[src/rtl/time_set_controller_if.sv]
// Load handshake between the time-set controller (master) and the timekeeper (slave).
interface time_set_controller_if;
    logic [31:0] time_value;
    logic        load_valid;
    logic        load_ready;

    modport master (output time_value, output load_valid, input load_ready);
    modport slave  (input time_value, input load_valid, output load_ready);
endinterface

[src/rtl/time_set_controller.sv]
// Manual MMDDhhmm entry: button-driven BCD digit editor with commit-time validation
// and valid/ready delivery of the new time to the timekeeper.
module time_set_controller #(
    parameter int ERR_CYCLES = 16
) (
    input  logic                         clk,
    input  logic                         rstb,
    input  logic                         edit_en,
    input  logic [4:0]                   push_switch,
    input  logic [31:0]                  cur_time,
    time_set_controller_if.master        ld,
    output logic                         set_time_mode,
    output logic [2:0]                   cursor,
    output logic                         error
);
    localparam logic [2:0] S_IDLE  = 3'd0;
    localparam logic [2:0] S_EDIT  = 3'd1;
    localparam logic [2:0] S_CHECK = 3'd2;
    localparam logic [2:0] S_LOAD  = 3'd3;
    localparam logic [2:0] S_ERROR = 3'd4;
    localparam int CW = (ERR_CYCLES > 1) ? $clog2(ERR_CYCLES) : 1;

    logic [4:0]    btn_s1_q, btn_s2_q, btn_prev_q, btn_edge_q;
    logic          en_s1_q, en_s2_q;
    logic [2:0]    state_q, state_d;
    logic [31:0]   digits_q, digits_d;
    logic [2:0]    cursor_q, cursor_d;
    logic [CW-1:0] err_cnt_q, err_cnt_d;

    // Edge is registered so a raw rise acts three edges after it is first sampled.
    always_ff @(posedge clk or posedge rstb) begin
        if (rstb) begin
            btn_s1_q   <= '0;
            btn_s2_q   <= '0;
            btn_prev_q <= '0;
            btn_edge_q <= '0;
            en_s1_q    <= 1'b0;
            en_s2_q    <= 1'b0;
        end else begin
            btn_s1_q   <= push_switch;
            btn_s2_q   <= btn_s1_q;
            btn_prev_q <= btn_s2_q;
            btn_edge_q <= btn_s2_q & ~btn_prev_q;
            en_s1_q    <= edit_en;
            en_s2_q    <= en_s1_q;
        end
    end

    logic inc_e, dec_e, cmt_e, left_e, right_e;
    assign {right_e, left_e, cmt_e, dec_e, inc_e} = btn_edge_q;

    function automatic logic [3:0] digit_max(input logic [2:0] pos);
        case (pos)
            3'd0:    return 4'd1;
            3'd2:    return 4'd3;
            3'd4:    return 4'd2;
            3'd6:    return 4'd5;
            default: return 4'd9;
        endcase
    endfunction

    function automatic logic [7:0] bcd2bin(input logic [3:0] t, input logic [3:0] u);
        return {4'd0, t} * 8'd10 + {4'd0, u};
    endfunction

    function automatic logic [7:0] days_in_month(input logic [7:0] m);
        case (m)
            8'd2:                      return 8'd28;
            8'd4, 8'd6, 8'd9, 8'd11:   return 8'd30;
            default:                   return 8'd31;
        endcase
    endfunction

    // Digit 0 (month tens) sits in the top nibble, so offset = (7 - cursor) * 4.
    logic [4:0] off;
    logic [3:0] cur_dig, dig_max, new_dig;
    assign off     = {~cursor_q, 2'b00};
    assign cur_dig = digits_q[off +: 4];
    assign dig_max = digit_max(cursor_q);

    always_comb begin
        new_dig = cur_dig;
        if (inc_e && !dec_e)
            new_dig = (cur_dig >= dig_max) ? 4'd0 : cur_dig + 4'd1;
        else if (dec_e && !inc_e)
            new_dig = (cur_dig == 4'd0 || cur_dig > dig_max) ? dig_max : cur_dig - 4'd1;
    end

    logic [7:0] mon, day, hr, mnt;
    logic       units_ok, date_ok;
    assign mon      = bcd2bin(digits_q[31:28], digits_q[27:24]);
    assign day      = bcd2bin(digits_q[23:20], digits_q[19:16]);
    assign hr       = bcd2bin(digits_q[15:12], digits_q[11:8]);
    assign mnt      = bcd2bin(digits_q[7:4],   digits_q[3:0]);
    assign units_ok = (digits_q[27:24] <= 4'd9) && (digits_q[19:16] <= 4'd9) &&
                      (digits_q[11:8]  <= 4'd9) && (digits_q[3:0]   <= 4'd9);
    assign date_ok  = units_ok && (mon >= 8'd1) && (mon <= 8'd12) &&
                      (day >= 8'd1) && (day <= days_in_month(mon)) &&
                      (hr <= 8'd23) && (mnt <= 8'd59);

    always_comb begin
        state_d   = state_q;
        digits_d  = digits_q;
        cursor_d  = cursor_q;
        err_cnt_d = err_cnt_q;
        case (state_q)
            S_IDLE: if (en_s2_q) begin
                digits_d = cur_time;
                cursor_d = 3'd0;
                state_d  = S_EDIT;
            end
            S_EDIT: begin
                if (!en_s2_q)
                    state_d = S_IDLE;
                else if (cmt_e)
                    state_d = S_CHECK;
                else begin
                    digits_d[off +: 4] = new_dig;
                    if (right_e && !left_e)      cursor_d = cursor_q + 3'd1;
                    else if (left_e && !right_e) cursor_d = cursor_q - 3'd1;
                end
            end
            S_CHECK: begin
                if (date_ok)
                    state_d = S_LOAD;
                else begin
                    state_d   = S_ERROR;
                    err_cnt_d = CW'(ERR_CYCLES - 1);
                end
            end
            S_LOAD: if (ld.load_ready) state_d = en_s2_q ? S_EDIT : S_IDLE;
            S_ERROR: begin
                if (err_cnt_q == '0) state_d = en_s2_q ? S_EDIT : S_IDLE;
                else                 err_cnt_d = err_cnt_q - CW'(1);
            end
            default: state_d = S_IDLE;
        endcase
    end

    always_ff @(posedge clk or posedge rstb) begin
        if (rstb) begin
            state_q   <= S_IDLE;
            digits_q  <= 32'h0101_0000;
            cursor_q  <= 3'd0;
            err_cnt_q <= '0;
        end else begin
            state_q   <= state_d;
            digits_q  <= digits_d;
            cursor_q  <= cursor_d;
            err_cnt_q <= err_cnt_d;
        end
    end

    assign ld.time_value = digits_q;
    assign ld.load_valid = (state_q == S_LOAD);
    assign set_time_mode = (state_q != S_IDLE);
    assign error         = (state_q == S_ERROR);
    assign cursor        = cursor_q;
endmodule

[src/flat_wrapper.sv]
// flat-port wrapper written by rule: the top's interface ports become plain ports
module time_set_controller_flat 
#(
    parameter int ERR_CYCLES = 16
)
  (clk, rstb, edit_en, push_switch, cur_time, set_time_mode, cursor, error, ld_time_value, ld_load_valid, ld_load_ready);
  time_set_controller_if ld_i ();
  input  logic clk;
  input  logic rstb;
  input  logic edit_en;
  input  logic [4:0] push_switch;
  input  logic [31:0] cur_time;
  output logic set_time_mode;
  output logic [2:0] cursor;
  output logic error;
  output wire logic [$bits(ld_i.time_value)-1:0] ld_time_value;
  output wire logic [$bits(ld_i.load_valid)-1:0] ld_load_valid;
  input wire logic [$bits(ld_i.load_ready)-1:0] ld_load_ready;
  assign ld_time_value = ld_i.time_value;
  assign ld_load_valid = ld_i.load_valid;
  assign ld_i.load_ready = ld_load_ready;
  time_set_controller #(.ERR_CYCLES(ERR_CYCLES)) u_core (.clk(clk), .rstb(rstb), .edit_en(edit_en), .push_switch(push_switch), .cur_time(cur_time), .ld(ld_i), .set_time_mode(set_time_mode), .cursor(cursor), .error(error));
endmodule
[config.mk]
export PLATFORM = sky130hd
export DESIGN_NAME = time_set_controller_flat
export DESIGN_NICKNAME = d
export VERILOG_FILES = /design/src/rtl/time_set_controller_if.sv /design/src/rtl/time_set_controller.sv /design/src/flat_wrapper.sv
export SDC_FILE = /design/constraint.sdc
export NUM_CORES = 1
export LEC_CHECK = 0
export ABC_AREA = 1
export BUFFER_PORTS_ARGS = -buffer_cell sky130_fd_sc_hd__clkbuf_2
export CELL_PAD_IN_SITES_DETAIL_PLACEMENT = 0
export CELL_PAD_IN_SITES_GLOBAL_PLACEMENT = 2
export CORE_MARGIN = 1.5
export CORE_UTILIZATION = 33
export CTS_CLUSTER_DIAMETER = 80
export DETAILED_ROUTE_END_ITERATION = 10
export PLACE_DENSITY_LB_ADDON = 0.25
export SYNTH_ARGS = -nofsm -noshare
export SYNTH_HDL_FRONTEND = slang
export SYNTH_SLANG_ARGS = --single-unit
[constraint.sdc]
create_clock -name clk -period 3.5 [get_ports clk]
set_clock_uncertainty 0.1 [all_clocks]
set_input_delay 0.35 -clock clk [delete_from_list [all_inputs] [get_ports clk]]
set_output_delay 0.35 -clock clk [all_outputs]
set_load 0.02 [all_outputs]
Word-level counts from Yosys, hierarchy flattened
Index checks and enable logic that the tools add are counted.
{ "totals": {"register_bits": 64, "in_bits": 41, "output_inout_bits": 38, "wordCells": 121} }
{ "classes": {"addsub": 10, "n_mul": 4, "magnitude_cmp": 12, "n_eq_ne": 21, "shift": 3, "muxes": 28, "bitwise_logic": 3, "n_reduce_logical": 30} }
{ "ops": {"columns": ["cell", "n"], "rows": [
  ["2-to-1 mux 32 bit", 3],
  ["case mux 32 bit (2 select lines)", 1],
  ["2-to-1 mux 3 bit", 11],
  ["adder 8 x 4 -> 8 bit", 4],
  ["bitwise mux 32 bit", 1],
  ["variable shift 4 x 7 -> 32 bit, first input constant", 1],
  ["indexed part select 32 x 6 -> 4 bit", 1],
  ["indexed part select 4 x 7 -> 32 bit", 1],
  ["multiplier 4 x 3 -> 7 bit, second input constant", 4],
  ["2-to-1 mux 4 bit", 6],
  ["equality test 8 x 3 -> 1 bit, second input constant", 2],
  ["equality test 8 x 4 -> 1 bit, second input constant", 2],
  ["greater-or-equal comparator 8 x 1 -> 1 bit, second input constant", 2],
  ["less-or-equal comparator 4 bit, second input constant", 4],
  ["case mux 4 bit (4 select lines)", 1],
  ["case mux 3 bit (5 select lines)", 1],
  ["logical AND 1 bit", 13],
  ["equality test 3 x 2 -> 1 bit, second input constant", 3],
  ["equality test 3 bit, second input constant", 3],
  ["equality test 8 x 2 -> 1 bit, second input constant", 1],
  ["less-or-equal comparator 8 x 4 -> 1 bit, second input constant", 1],
  ["less-or-equal comparator 8 x 5 -> 1 bit", 1],
  ["less-or-equal comparator 8 x 5 -> 1 bit, second input constant", 1],
  ["less-or-equal comparator 8 x 6 -> 1 bit, second input constant", 1],
  ["29 further kinds", 42]
]} }

Depth between registers and ports, before layout
Gate-level depths: netlist (run 1).
{ "logic_depth": {"ltp_word": 12, "depth_mapped": 23, "mapped_depth_nobuf": 23} }

Worst setup path before layout (run 1)
OpenSTA, ideal clock, no wires.
{ "synth_path": {"path_kind": "flip-flop to flip-flop", "start": "register u_core.digits_q[29] (netlist: u_core.ld.time_value[29])", "end": "register u_core.err_cnt_q[2]", "arrival_ns": 3.087, "t_required_ns": 3.283, "setup_slack_ns": 0.196, "stages_incl_launch_ff": 22, "n_path_buf": 0, "path_cell_list": "dfrtp_1 ha_1 ha_1 fa_1 o21ai_0 a21oi_1 o21ai_0 inv_1 nand2_1 a211oi_1 nor2_1 ha_1 inv_1 a21oi_1 a211oi_1 nand3_1 nand3_1 nor2_1 nand3_2 nand2_2 nand2_1 nand2_1"} }
{ "synth_between": {"elab_chain_cells": 11, "word_cells_on_any_way": 20, "classes_between": "add/sub: 1; mul: 1; order compare: 3; eq/ne: 6; mux: 1; reduce/logical: 8"} }
{ "synth_lines": {"columns": ["element", "line", "rtl"], "rows": [
  ["start: declaration", "time_set_controller.sv:26", "logic [31:0] digits_q, digits_d;"],
  ["start signal: assignment", "time_set_controller.sv:148", "digits_q <= digits_d;"],
  ["multiplier 4 x 3 -> 7 bit *", "time_set_controller.sv:63", "return {4'd0, t} * 8'd10 + {4'd0, u};"],
  ["adder 8 x 4 -> 8 bit *", "time_set_controller.sv:63", null],
  ["equality test 8 x 3 -> 1 bit, or another cell as far along", "time_set_controller.sv:67", "case (m)"],
  ["OR reduction 4 bit or logical AND 1 bit (tied branches)", "time_set_controller.sv:67, time_set_controller.sv:97", null],
  ["case mux 2 bit (2 select lines) or logical AND 1 bit (tied branches)", "time_set_controller.sv:67, time_set_controller.sv:97", null],
  ["less-or-equal comparator 8 x 5 -> 1 bit or logical AND 1 bit (tied branches)", "time_set_controller.sv:98, time_set_controller.sv:97", null],
  ["logical AND 1 bit * (2 in a row)", "time_set_controller.sv:98", "(day >= 8'd1) && (day <= days_in_month(mon)) &&"],
  ["logical AND 1 bit *", "time_set_controller.sv:99", "(hr <= 8'd23) && (mnt <= 8'd59);"],
  ["inequality test 2 bit (no source line) *", null, null],
  ["AND reduction 3 bit (no source line) *", null, null],
  ["end signal: assignment", "time_set_controller.sv:150", "err_cnt_q <= err_cnt_d;"],
  ["end: declaration", "time_set_controller.sv:28", "logic [CW-1:0] err_cnt_q, err_cnt_d;"]
]} }
Mark *: on every way between the ends. The rest lies on a longest branch, timed or not.
A chain may end at the register's enable or synchronous reset.

Worst setup path in the final report (run 1)
{ "layout_path": {"start": "register u_core.digits_q[31] (netlist: u_core.ld.time_value[31])", "end": "register u_core.err_cnt_q[0]"} }
The elaborated chain is that of the path after synthesis.

==> impl_metrics.yaml, run 1 <==
status:
  status: "completed"
worst_setup_path:
  cp-start-kind: "flop"
  crit_path_end_kind: "flop"
  cp.required_ns: 3.63
  r2r_cells: 21
  worstSetupPathType: "flop to flop"
  crit_fanout: 7
  critPathArrivalTime_ns: 3.62
sta:
  fin_crit_sh: 0.997
  setup_viol: 0
  slew_headroom: 0.610
  slew_violations: 0
  rsz0062_at_grt: "true"
  max_freq_mhz: 287
  tightest_slew_ns: 0.584
  hold_viol_final: 0
  whs_ns: 0.0175
  period_needed_ns: 3.49
route:
  postRouteWirelength_um: 15700
  vias: 4822
  drt_drc_violations_left: 0
  dr.first_iter.drc_count: 259
  vias_per_cell: 5.01
  wl_per_cell_um: 16.3
  first_pass_iters: 5
  ant_nets: 0
floorplanning:
  dieWidth_um: 125
  die_h_um: 125
  die-area_um2: 15600
  coreArea_um2: 14500
  num_rows: 44
  ios: 79
  start_util: 0.337
grt:
  grt_pass1_wl_um: 25300
  grt_pass1_vias: 4816
  grt_usage: 0.209
  grt_max_degree: 28
  antenna_found_initial: 0
  grt_overflow_total: 0
logic_synthesis:
  synth_top_area_share: 0.317
  yosysTopAreaCell: "dfrtp_1"
  synth_edf_count: 0
  avgSynthCellArea_um2: 7.45
  synthCells: 658
  ys_types: 41
  ys_ff_latch: 64
  syn-num-nets: 750
  synthFlopType: "dfrtp_1"
  ys_seq_area_frac: 0.327
  synth_warnings: 0
  netlist_area_um2: 4900
  async_flop_share: 1.00
  synth_area_leaders: "dfrtp_1 32%, ha_1 11%, nand2_1 8.6%"
clock_tree:
  tritoncts: "done"
  cts.path.max_buffers: 2
  cts_max_level: 3
  cts-root-buf: "clkbuf_16"
  clk_pin_slew_worst_paths_ns: 0.06
  cts.sinks: 64
  cts_buffers: 9
  clock_latency_ns: 0.34
layout:
  drive_above_1_share: 0.230
  mostFrequentLayoutCells: "110 x nand2_1, 84 x inv_1, 79 x nor2_1"
  nets: 865
  num-fill-cells: 1508
  layout_commonest_cell: "nand2_1"
  syn2layout_area_growth_pct: 27.0
  num_antenna_cells: 0
hold_path:
  min_delay_path_depth: 1
  hold_class: "input pin to flop"
place:
  io_buffers: 78
  gp_congestion: 0.886
  dpl.hpwl_um: 12100
job:
  maxCapViolations: 0
cell type report:
type,count,area (um2),share of cell area
Clock buffer,10,239,0.0384
Clock inverter,6,115,0.0185
Inverter,89,339,0.0545
Multi-Input combinational cell,494,3010,0.483
Sequential cell,64,1600,0.258
Tap cell,184,230,0.0370
Timing Repair Buffer,115,688,0.111
cells in the mapped netlist (3+ instances only):
cell type / instances
clkbuf_1: 4
nand4_1: 5
xor2_1: 12
o21ai_0: 19
nor3_1: 9
nand2_4: 4
buf_6: 3
xnor2_1: 6
nand2_1: 112
nand3_1: 76
nor2_1: 83
fa_1: 9
inv_1: 86
o21ai_1: 3
or2_2: 5
dfrtp_1: 62
ha_1: 42
buf_2: 3
nand2_2: 5
nand3_2: 6
a21oi_1: 78
critical path: stages, from the launching register on:
cell,delay (ns)
dfrtp_1,0.38
ha_1,0.33
ha_2,0.19
fa_2,0.57
nor2_1,0.06
and2_1,0.15
o21ai_1,0.12
inv_1,0.08
buf_4,0.13
buf_4,0.12
buf_4,0.12
buf_4,0.12
buf_4,0.12
buf_4,0.12
buf_4,0.12
buf_4,0.14
nand3_4,0.06
nor2_4,0.06
nand3_4,0.12
nand2_4,0.07
nand2_1,0.06
nand2_1,0.05
kinds of logic (layout without fill, tap and decap cells):
kind of cell / after synthesis / in the layout / synth area share
xor gates and xnor gates: 18 / 18 / 0.0322
AOI/OAI and AO/OA: 115 / 115 / 0.129
buffers and inverters: 100 / 220 / 0.0838
and+or+nand+nor: 310 / 310 / 0.283
adders and majority gates: 51 / 51 / 0.144
DFF: 64 / 64 / 0.327
metal layers:
| metal | vias to the layer above | share of wire | track usage |
|---|---|---|---|
| li1 | 2384 | - | - |
| met1 | 2291 | 0.46 | 0.277 |
| met2 | 122 | 0.47 | 0.337 |
| met3 | 25 | 0.042 | 0.0485 |
| met4 | 0 | 0.028 | 0.0662 |
| met5 | - | 0 | 0 |
final timing paths:
path	startpoint	endpoint	slack, ns
worst max-delay path	u_core.ld.time_value[31]	u_core.err_cnt_q[0]	0.01
worst min-delay path	push_switch[2]	u_core.btn_s1_q[2]	0.02
worst max register to register	u_core.ld.time_value[31]	u_core.err_cnt_q[0]	0.01
worst min register to register	u_core.btn_s1_q[0]	u_core.btn_s2_q[0]	0.24
max in group asynchronous	rstb	u_core.ld.time_value[16]	2.24
min in group asynchronous	rstb	u_core.btn_prev_q[3]	0.39
sequential cells by signal (all words and copies together) (netlist names), 3 cells and up:
| signal | count |
|---|---|
| u_core.state_q | 3 |
| u_core.btn_s1_q | 5 |
| u_core.btn_prev_q | 5 |
| u_core.cursor | 3 |
| u_core.btn_edge_q | 5 |
| u_core.err_cnt_q | 4 |
| u_core.ld.time_value | 32 |
| u_core.btn_s2_q | 5 |
per-stage QoR:
step | cell area, um2 | setup WS [ns] | setup TNS, ns | utilization | cells
floorplan | 4900 | 0.196 | 0 | - | 658
global placement | 5660 | -0.00113 | -0.00290 | 0.389 | 935
detailed placement | 5660 | -0.121 | -0.698 | 0.389 | 935
CTS | 6120 | -0.0624 | -0.294 | 0.421 | 959
global route | 6220 | -0.145 | -0.884 | 0.428 | 962
finish | 6220 | 0.0109 | 0 | 0.428 | 962
timing repair:
action	4_1_cts	5_1_grt
resized for setup	12	16
endpoints found under the setup margin	7	7
hold buffers	1	2
endpoints found under the hold margin	13	2
setup buffers	7	1
pin swaps	14	4
cloned	0	0
Power of run 1 is not shown: default switching activity piles up to over one toggle a cycle in this logic, so the estimate is an artifact.
==> inputs of run 2 (changes only) <==
--- a/config.mk
+++ b/config.mk
@@ -9,8 +9,7 @@
 export BUFFER_PORTS_ARGS = -buffer_cell sky130_fd_sc_hd__clkbuf_2
 export CELL_PAD_IN_SITES_DETAIL_PLACEMENT = 0
 export CELL_PAD_IN_SITES_GLOBAL_PLACEMENT = 2
-export CORE_MARGIN = 1.5
-export CORE_UTILIZATION = 33
+export CORE_UTILIZATION = 35
 export CTS_CLUSTER_DIAMETER = 80
 export DETAILED_ROUTE_END_ITERATION = 10
 export PLACE_DENSITY_LB_ADDON = 0.25
==> constraint.sdc (replaced) <==
create_clock -name clk -period 4.5 [get_ports clk]
set_clock_uncertainty 0.1 [all_clocks]
set_input_delay 0.45 -clock clk [delete_from_list [all_inputs] [get_ports clk]]
set_output_delay 0.45 -clock clk [all_outputs]
set_load 0.02 [all_outputs]
==> impl_metrics.yaml, run 2 (synthesis gave the netlist of run 1 again) <==
hold_path:
  worstHoldStart: "push_switch[4]"
  hold_class: "input pin to flop"
grt:
  antenna_found_initial: 0
  grt_max_degree: 65
  grt_pass1_wl_um: 24100
  grt_usage: 0.220
  grt_pass1_vias: 4604
  grt_overflow_total: 0
floorplanning:
  ios: 79
  num_rows: 42
  die-area_um2: 14500
  die_h_um: 120
  coreArea_um2: 13500
  start_util: 0.364
  dieWidth_um: 120
route:
  first_pass_iters: 5
  dr.first_iter.drc_count: 251
  wl_per_cell_um: 16.3
  drt_drc_violations_left: 0
  vias: 4644
  postRouteWirelength_um: 15000
  ant_nets: 0
  vias_per_cell: 5.05
sta:
  slew_violations: 0
  max_freq_mhz: 271
  tightest_slew_ns: 0.829
  setup_tns_ns: 0
  hold_viol_final: 0
  rsz0062_at_grt: "false"
  fin_crit_sh: 0.821
  period_needed_ns: 3.69
  setup_viol: 0
  slew_headroom: 0.447
layout:
  syn2layout_area_growth_pct: 18.1
  mostFrequentLayoutCells: "112 x nand2_1, 85 x inv_1, 83 x nor2_1"
  drive_above_1_share: 0.175
  nets: 831
  layout_commonest_cell: "nand2_1"
  num_antenna_cells: 0
  largest_reg_flops: 32
worst_setup_path:
  critPathArrivalTime_ns: 3.87
  worstSetupPathType: "flop to flop"
  cp-start-kind: "flop"
  cp.required_ns: 4.68
  startpoint: "u_core.ld.time_value[29]"
  crit_fanout: 7
  crit_path_end_kind: "flop"
  r2r_start: "u_core.ld.time_value[29]"
clock_tree:
  cts_max_level: 3
  cts.sinks: 64
  clk_pin_slew_worst_paths_ns: 0.06
  cts_resized: 0
  tritoncts: "done"
  cts_buffers: 9
  post_cts_buffers: 0
  cts_hold_buf: 0
  cts-root-buf: "clkbuf_16"
  clock_latency_ns: 0.34
  cts.path.max_buffers: 2
status:
  status: "completed"
place:
  io_buffers: 78
  gp_congestion: 0.919
  dpl.hpwl_um: 11400
job:
  maxCapViolations: 0
==> run 2: final cells by class <==
cell class	count	area, um2
inverter	89	339
timing repair buffer	81	413
clock inverter	5	80.1
fill	1444	7670
sequential	64	1600
clock buffer	11	243
multi-input combinational	494	2890
tap	176	220
==> run 2: final timing paths <==
kind	to	slack [ns]	cells after the start
min in group asynchronous	u_core.btn_prev_q[1]	0.24	3
worst min register to register	u_core.btn_s2_q[0]	0.25	0
worst min-delay path	u_core.btn_s1_q[4]	0.12	1
worst max-delay path	u_core.err_cnt_q[1]	0.81	19
worst max register to register	u_core.err_cnt_q[1]	0.81	19
max in group asynchronous	u_core.ld.time_value[10]	3.52	3
==> run 2: worst max-delay path: stages (launching register included) <==
cell	delay [ns]
dfrtp_1	0.42
ha_1	0.34
ha_1	0.22
fa_1	0.56
nor2_1	0.06
and2_1	0.15
o21ai_0	0.17
inv_1	0.08
nand2_1	0.08
nor2_1	0.06
ha_1	0.28
a21oi_1	0.15
a211oi_1	0.06
nand3_1	0.09
nand3_1	0.07
nor2_1	0.24
nand3_2	0.22
nand2_2	0.16
nand2_1	0.06
nand2_1	0.06
==> run 2: routing by layer <==
layer,vias to the layer above,wire [um],share of wire,global-route usage
li1,2322,-,-,-
met1,2202,6960,0.46,0.288
met2,100,7180,0.48,0.366
met3,20,573,0.038,0.0406
met4,0,293,0.020,0.0664
met5,-,0,0,0
==> run 2: metrics by stage <==
stage	cell area (um2)	std cells	setup slack (ns)	utilization	hold slack (ns)
6_report	5780	920	0.805	0.430	0.115
5_1_grt	5780	920	0.419	0.430	0.104
4_1_cts	5780	920	0.800	0.430	0.102
3_5_place_dp	5460	904	0.817	0.406	0.236
3_3_place_gp	5460	904	0.932	0.406	0.235
2_1_floorplan	4900	658	1.20	-	0.231
Power of run 2 is left out for the same reason.
==> inputs of run 3 (changes only) <==
--- a/config.mk
+++ b/config.mk
@@ -9,7 +9,7 @@
 export BUFFER_PORTS_ARGS = -buffer_cell sky130_fd_sc_hd__clkbuf_2
 export CELL_PAD_IN_SITES_DETAIL_PLACEMENT = 0
 export CELL_PAD_IN_SITES_GLOBAL_PLACEMENT = 2
-export CORE_UTILIZATION = 35
+export CORE_UTILIZATION = 30
 export CTS_CLUSTER_DIAMETER = 80
 export DETAILED_ROUTE_END_ITERATION = 10
 export PLACE_DENSITY_LB_ADDON = 0.25
==> constraint.sdc (replaced) <==
create_clock -name clk -period 3 [get_ports clk]
set_clock_uncertainty 0.1 [all_clocks]
set_input_delay 0.3 -clock clk [delete_from_list [all_inputs] [get_ports clk]]
set_output_delay 0.3 -clock clk [all_outputs]
set_load 0.02 [all_outputs]
==> impl_metrics.yaml, run 3 (synthesis gave the netlist of run 1 again) <==
status:
  status: "finished with violations"
  failed_checks: "setup timing"
floorplanning:
  die_h_um: 130
  die-area_um2: 16800
  coreArea_um2: 15900
  num_rows: 46
  dieWidth_um: 130
  start_util: 0.307
  ios: 79
clock_tree:
  cts_max_level: 3
  cts.path.max_buffers: 2
  clock_latency_ns: 0.34
  cts_buffers: 9
  tritoncts: "done"
  cts-root-buf: "clkbuf_16"
  cts.sinks: 64
  clk_pin_slew_worst_paths_ns: 0.06
route:
  wl_met3_um: 671
  ant_nets: 0
  dr.first_iter.drc_count: 166
  met2_length_um: 7730
  first_pass_iters: 5
  vias_per_cell: 4.78
  wl_per_cell_um: 15.9
  highest_layer: "met4"
  vias: 4895
  drt_drc_violations_left: 0
  wl_met1_um: 7440
  postRouteWirelength_um: 16300
worst_setup_path:
  crit_buf_inv: 1
  cp-start-kind: "flop"
  cp_top_family: "adder cells"
  crit_chain: "ha_4 > ha_4 > fa_2 > nor2_2 > and2_1 > o21ai_1 > inv_1 > nand2_2 > nor2_4 > nor2_2 > ha_4 > a211oi_2 > nand3_2 > nand3_2 > nor2_4 > nand3_4 > nand2_4 > nand2_1 > nand2_1"
  cp_slowest_cell: "fa_2"
  cp.required_ns: 3.13
  crit_path_end_kind: "flop"
  worstSetupPathType: "flop to flop"
  cp_common_cell: "ha_4"
  crit_fanout: 7
  critPathArrivalTime_ns: 3.47
  ff2ff_setup_slack_ns: -0.33
  crit_path_max_incr_delay_ns: 0.58
job:
  maxCapViolations: 0
sta:
  max_freq_mhz: 300
  slew_headroom: 0.634
  tightest_slew_ns: 0.544
  setup_viol: 7
  hold_viol_final: 0
  rsz0062_at_grt: "true"
  setup_ws_ns: -0.334
  period_needed_ns: 3.33
  slew_violations: 0
  fin_crit_sh: 1.11
grt:
  grt_pass1_wl_um: 25500
  grt_usage: 0.204
  grt_pass1_vias: 4879
  grt_max_degree: 42
  grt_overflow_total: 0
  antenna_found_initial: 0
place:
  post-place-ws_ns: -0.516
  gp_congestion: 0.806
  dpl.hpwl_um: 12400
  io_buffers: 78
layout:
  regArea_um2: 1610
  multi_input_area_um2: 3050
  largest_reg_flops: 32
  syn2layout_area_growth_pct: 32.7
  num_antenna_cells: 0
  nets: 895
  layout_commonest_cell: "nand2_1"
  drive_above_1_share: 0.274
  num-fill-cells: 1698
  mostFrequentLayoutCells: "109 x nand2_1, 83 x inv_1, 79 x nor2_1"
hold_path:
  hold_class: "input pin to flop"
-- run 3: changes by cell type in the layout (fill, tap and decap cells not counted), moves of 4 or more --
| cell | change |
|---|---|
| a21oi_1 | -5 |
| o21ai_0 | -4 |
| dlygate4sd3_1 | +7 |
| dfrtp_1 | -6 |
| ha_4 | +5 |
| dfrtp_2 | +6 |
| nor2_1 | -4 |
| buf_4 | +50 |
| buf_12 | +4 |
| a21oi_2 | +5 |
| ha_1 | -5 |
-- run 3: final timing paths --
kind                                           from              endpoint  depth (start not counted)
max                        u_core.ld.time_value[29]   u_core.err_cnt_q[1]                         19
min                                   ld_load_ready     u_core.state_q[1]                          3
max reg2reg                u_core.ld.time_value[29]   u_core.err_cnt_q[1]                         19
min reg2reg                      u_core.btn_s1_q[1]    u_core.btn_s2_q[1]                          0
max in group asynchronous                      rstb      u_core.cursor[0]                          4
min in group asynchronous                      rstb  u_core.btn_edge_q[1]                          3
-- run 3: layer usage --
layer	global-route usage	vias to the layer above
li1	-	2444
met1	0.263	2310
met2	0.337	115
met3	0.0439	26
met4	0.0746	0
met5	0	-
-- run 3: area by class of cell --
cell class	instances	share of cell area
clock inverters	6	0.00577
flip-flops and latches	64	0.248
repair buffers	145	0.149
well taps	216	0.0416
inverters	89	0.0525
multi-input cells	494	0.468
clock buffers	9	0.0346
-- run 3: repair_timing --
item                                    4_1_cts  5_1_grt
hold buffers                                  7        0
endpoints found under the setup margin       11       38
pin swaps                                     7       12
setup buffers                                 2        5
endpoints found under the hold margin        12        0
gates resized for setup                      10       27
-- run 3: metrics by stage --
step	utilization	instances	instance area (um2)	setup TNS [ns]	hold WS, ns
after floorplan	-	658	4940	-1.08	0.231
after global placement	0.374	994	5970	-2.81	0.0843
after detailed placement	0.374	994	5970	-3.40	0.0854
after CTS	0.399	1018	6360	-2.55	0.115
after global routing	0.408	1023	6500	-3.47	0.145
final	0.408	1023	6500	-2.24	0.126
-- run 3: worst min-delay path, cell delays in order --
cell      delay (ns)
clkbuf_2        0.07
or2_2           0.10
nand2_1         0.05
Power of run 3 is left out for the same reason.
